**src/rtl/intc_ng.sv**
```systemverilog
// Interrupt controller: per-pin synchroniser, level/edge qualification with polarity,
// pending latch with write-1-to-clear, enable mask and a registered aggregate irq.
module intc_ng #(
    parameter logic [4:0]  BASE_ADDR   = 5'h1c,
    parameter int          NUM_INTS    = 8,
    parameter int          SYNC_STAGES = 2,
    parameter logic [15:0] DFL_IE      = 16'h0,
    parameter logic [15:0] DFL_TYPE    = 16'h0,
    parameter logic [15:0] DFL_POL     = 16'h0
) (
    input  logic                clk,
    input  logic                rst_n,
    input  logic [4:0]          csr_a,
    input  logic [7:0]          csr_di,
    input  logic                csr_we,
    output logic [7:0]          csr_do,
    input  logic [NUM_INTS-1:0] int_in,
    output logic                irq
);

    localparam int          NB      = (NUM_INTS + 7) / 8;
    localparam logic [2:0]  NB3     = 3'(NB);
    localparam logic [2:0]  ARM_MAX = 3'(SYNC_STAGES + 1);
    localparam logic [15:0] CH_MASK = 16'((32'd1 << NUM_INTS) - 32'd1);

    logic [NUM_INTS-1:0] r_sync [SYNC_STAGES];
    logic [NUM_INTS-1:0] r_prev;
    logic [NUM_INTS-1:0] r_ie;
    logic [NUM_INTS-1:0] r_ip;
    logic [NUM_INTS-1:0] r_type;
    logic [NUM_INTS-1:0] r_pol;
    logic [2:0]          r_arm_cnt;
    logic                r_irq;

    logic [4:0]          w_off;
    logic                w_dec;
    logic [15:0]         w_bmask;
    logic [15:0]         w_wsel;
    logic [15:0]         w_di16;
    logic [15:0]         w_rsel;
    logic [NUM_INTS-1:0] w_we_ie;
    logic [NUM_INTS-1:0] w_we_ip;
    logic [NUM_INTS-1:0] w_we_type;
    logic [NUM_INTS-1:0] w_we_pol;
    logic [NUM_INTS-1:0] w_w1c;
    logic [NUM_INTS-1:0] w_cur;
    logic [NUM_INTS-1:0] w_act;
    logic [NUM_INTS-1:0] w_edge;
    logic [NUM_INTS-1:0] w_set;
    logic                w_armed;

    // Decode is modular on the 5-bit bus: offset from BASE_ADDR picks bank and register.
    assign w_off   = csr_a - BASE_ADDR;
    assign w_dec   = (w_off[4:2] < NB3);
    assign w_bmask = w_off[2] ? 16'hFF00 : 16'h00FF;
    assign w_wsel  = (csr_we && w_dec) ? (w_bmask & CH_MASK) : 16'h0000;
    assign w_di16  = {csr_di, csr_di};

    assign w_we_ie   = (w_off[1:0] == 2'd0) ? w_wsel[NUM_INTS-1:0] : '0;
    assign w_we_ip   = (w_off[1:0] == 2'd1) ? w_wsel[NUM_INTS-1:0] : '0;
    assign w_we_type = (w_off[1:0] == 2'd2) ? w_wsel[NUM_INTS-1:0] : '0;
    assign w_we_pol  = (w_off[1:0] == 2'd3) ? w_wsel[NUM_INTS-1:0] : '0;
    assign w_w1c     = w_we_ip & w_di16[NUM_INTS-1:0];

    always_comb begin
        w_rsel = 16'h0000;
        case (w_off[1:0])
            2'd0:    w_rsel = 16'(r_ie);
            2'd1:    w_rsel = 16'(r_ip);
            2'd2:    w_rsel = 16'(r_type);
            default: w_rsel = 16'(r_pol);
        endcase
        csr_do = 8'h00;
        if (w_dec)
            csr_do = w_off[2] ? w_rsel[15:8] : w_rsel[7:0];
    end

    // Edge terms look only at cur/prev, so a POL write alone can never fake an edge.
    assign w_cur   = r_sync[SYNC_STAGES-1];
    assign w_act   = w_cur ~^ r_pol;
    assign w_edge  = (r_pol & w_cur & ~r_prev) | (~r_pol & ~w_cur & r_prev);
    assign w_armed = (r_arm_cnt == ARM_MAX);
    assign w_set   = (r_type & w_edge & {NUM_INTS{w_armed}}) | (~r_type & w_act);

    always_ff @(posedge clk or negedge rst_n) begin
        if (!rst_n) begin
            for (int s = 0; s < SYNC_STAGES; s++)
                r_sync[s] <= '0;
            r_prev    <= '0;
            r_arm_cnt <= 3'd0;
        end else begin
            r_sync[0] <= int_in;
            for (int s = 1; s < SYNC_STAGES; s++)
                r_sync[s] <= r_sync[s-1];
            r_prev <= w_cur;
            if (!w_armed)
                r_arm_cnt <= r_arm_cnt + 3'd1;
        end
    end

    always_ff @(posedge clk or negedge rst_n) begin
        if (!rst_n) begin
            r_ie   <= DFL_IE[NUM_INTS-1:0];
            r_type <= DFL_TYPE[NUM_INTS-1:0];
            r_pol  <= DFL_POL[NUM_INTS-1:0];
            r_ip   <= '0;
            r_irq  <= 1'b0;
        end else begin
            r_ie   <= (r_ie   & ~w_we_ie)   | (w_di16[NUM_INTS-1:0] & w_we_ie);
            r_type <= (r_type & ~w_we_type) | (w_di16[NUM_INTS-1:0] & w_we_type);
            r_pol  <= (r_pol  & ~w_we_pol)  | (w_di16[NUM_INTS-1:0] & w_we_pol);
            r_ip   <= w_set | (r_ip & ~w_w1c);
            r_irq  <= |(r_ip & r_ie);
        end
    end

    assign irq = r_irq;

endmodule

```
**config.mk**
```make
export PLATFORM = sky130hd
export DESIGN_NAME = intc_ng
export DESIGN_NICKNAME = d
export VERILOG_FILES = /design/src/rtl/intc_ng.sv
export SDC_FILE = /design/constraint.sdc
export NUM_CORES = 1
export LEC_CHECK = 0
export BUFFER_PORTS_ARGS = -buffer_cell sky130_fd_sc_hd__buf_2
export CAP_MARGIN = 20
export CORE_ASPECT_RATIO = 1.4
export CORE_MARGIN = 2
export CORE_UTILIZATION = 62
export DETAILED_ROUTE_END_ITERATION = 8
export GPL_TIMING_DRIVEN = 0
export PLACE_DENSITY = 0.93
export SYNTH_ARGS = -nofsm -noshare
export SYNTH_HDL_FRONTEND = slang
export SYNTH_SLANG_ARGS = --single-unit
```
**constraint.sdc**
```tcl
create_clock -name clk -period 3.5 [get_ports clk]
set_input_delay 0.7 -clock clk [delete_from_list [all_inputs] [get_ports clk]]
set_output_delay 0.7 -clock clk [all_outputs]
set_load 0.005 [all_outputs]
```
==> impl_metrics.tcl <==
set metrics [dict create \
    dieWidth_um 60.7 \
    finalHoldViolations 0 \
    dieArea_um2 5070 \
    synth_nets 250 \
    tightest_slew_ns 0.735 \
    synthDistinctLibCells 25 \
    path_clk_slew_ns 0.06 \
    final_layout_size_suffix_gt1_share_pct 33.7 \
    highest_layer "met4" \
    crit_type "primary input to output port" \
    cts_setup_buffers 0 \
    grt_antenna_before_repair 0 \
    start_util_pct 65.4 \
    cts_buffer_depth 2 \
    power_density_nw_per_um2 536 \
    area_growth_syn_to_layout_pct 15.8 \
    worstSetupStartpoint "csr_a[2]" \
    r2r_start "r_arm_cnt[0]" \
    dieHeight_um 83.4 \
    vias 1841 \
    row_count 28 \
    final_cell_mix "60 x dfrtp_1, 33 x buf_2, 25 x inv_1, 25 x mux2_2, 19 x ha_1" \
    setup_viol 0 \
    peakVddDrop_v 0.000422 \
    outcome "completed" \
    power_leakage_nw 1.63 \
    cts_buffers 9 \
    ctsResizeCount 0 \
    wl_met1_um 2170 \
    ys_ff_latch 60 \
    syn_inst 207 \
    antenna_cells 0 \
    drv_slew 0 \
    yosysWarnings 0 \
    worst_setup_path_start_kind "primary input" \
    via_per_inst 5.84 \
    cp.arrival_ns 2.02 \
    min_period_over_period_pct 77.9 \
    cts.sinks 60 \
    globalRoute.totalOverflow 0 \
    setup_tns_ns 0 \
    grt_pass1_vias 1990 \
    final_common_cell "dfrtp_1" \
    yosysSeqAreaShare_pct 53.7 \
    avgSynthCellArea_um2 13.5 \
    slew_headroom_pct 50.6 \
    end_kind "output port" \
    io_pins 33 \
    port_buffers 32 \
    wire_per_inst_um 17.6 \
    cts_tree "built" \
    grt_max_degree 33 \
    grt_pass1_wl_um 9230 \
    drc 0 \
    htreeDepth 3 \
    grt_use_total_pct 25.0 \
    crit_path_max_fanout 10 \
    hold_buffers 0 \
    ant_nets 0 \
    gp_congestion 0.812 \
    final.min_clock_period_ns 2.72 \
    maxCapViolations 0 \
    wl_um 5540 \
    coreArea_um2 4270 \
    hpwlAfterDp_um 3840 \
    dr.first_iter.drc_count 77 \
    cp.required_ns 2.80 \
    root_buffer "clkbuf_8" \
    hp-start "r_sync[14]" \
    totalPowerFinal_mw 1.73 \
    fin_area_um2 3240 \
    synth_area_um2 2800 \
    fmax_mhz 367 \
    min_path_type "flop to flop" \
    place_area_um2 3050 \
    nNetsFinal 294 \
    dr_wl_met3_um 278 \
    rsz0062_at_grt "no" \
    wl_met2_um 2920 \
    clock_skew_ns 0.00312 \
    clkLatencyLatePin_ns 0.33 \
    dr.pass1.iters 4 \
]
## metal layers
metal	up-vias	track usage, %
met5	-	0
met4	0	12.1
met3	20	7.63
met2	62	38.8
met1	938	31.2
li1	821	-
## worst paths after layout
kind / slack, ns / cells past startpoint / to
max in group asynchronous: 2.47 / 2 / r_sync[12]
min: 0.35 / 0 / w_cur[6]
min reg2reg: 0.35 / 0 / w_cur[6]
min in group asynchronous: 0.43 / 1 / w_cur[6]
max reg2reg: 1.77 / 4 / r_arm_cnt[1]
max: 0.78 / 6 / csr_do[4]
## Yosys cell counts (all sizes together)
cell / count / area [um2]
nor4: 1 / 21.3
nand2: 9 / 33.8
clkbuf: 2 / 7.51
and3: 8 / 50.1
a211o: 8 / 70.1
mux4: 8 / 180
nand3: 1 / 5.00
nor2: 8 / 30.0
inv: 25 / 93.8
xor2: 1 / 8.76
dfrtp: 60 / 1500
xnor2: 2 / 25.0
ha: 19 / 238
mux2: 25 / 282
nor3: 1 / 16.3
nor2b: 2 / 12.5
buf: 2 / 16.3
nand4b: 1 / 15.0
nand4: 2 / 12.5
mux2i: 9 / 90.1
o22ai: 8 / 50.1
a22oi: 4 / 30.0
nand2b: 1 / 6.26
## power breakdown
group | internal, mW | total (mW) | switching (mW)
combinational | 0.164 | 0.293 | 0.129
sequential | 0.782 | 0.861 | 0.0791
clock | 0.330 | 0.581 | 0.251
total | 1.28 | 1.73 | 0.459
## logic make-up (layout without fill, tap and decap cells)
family	count (synthesis)	count (layout)	share of synthesized area [%]
simple gates	34	34	7.25
fa+ha+maj	19	19	8.50
buf+inv	29	77	4.21
mux	42	42	19.7
compound gates	20	20	5.37
flops	60	60	53.7
xor+xnor	3	3	1.21
## cell type report
class / count / area [um2]
multi-input combinational: 118 / 1180
fill: 291 / 1040
sequential: 60 / 1500
inverter: 25 / 93.8
clock buffer: 14 / 183
clock inverter: 1 / 5.00
buffer: 4 / 23.8
timing repair buffer: 33 / 180
tap: 60 / 75.1
## metrics by stage
stage	hold slack (ns)	utilization [%]	setup slack, ns	instances
2_1_floorplan	0.331	-	1.22	207
3_3_place_gp	0.332	70.9	0.838	299
3_5_place_dp	0.335	71.4	0.794	300
4_1_cts	0.350	75.8	0.816	315
5_1_grt	0.357	75.8	0.704	315
6_report	0.348	75.8	0.775	315
## worst max-delay path, cell delays in order
cell and delay, ns:
buf_2 0.11, ha_1 0.30, nor2b_1 0.11, clkbuf_1 0.42
and3_1 0.26, buf_2 0.12
(Power assumes the default switching activity.)
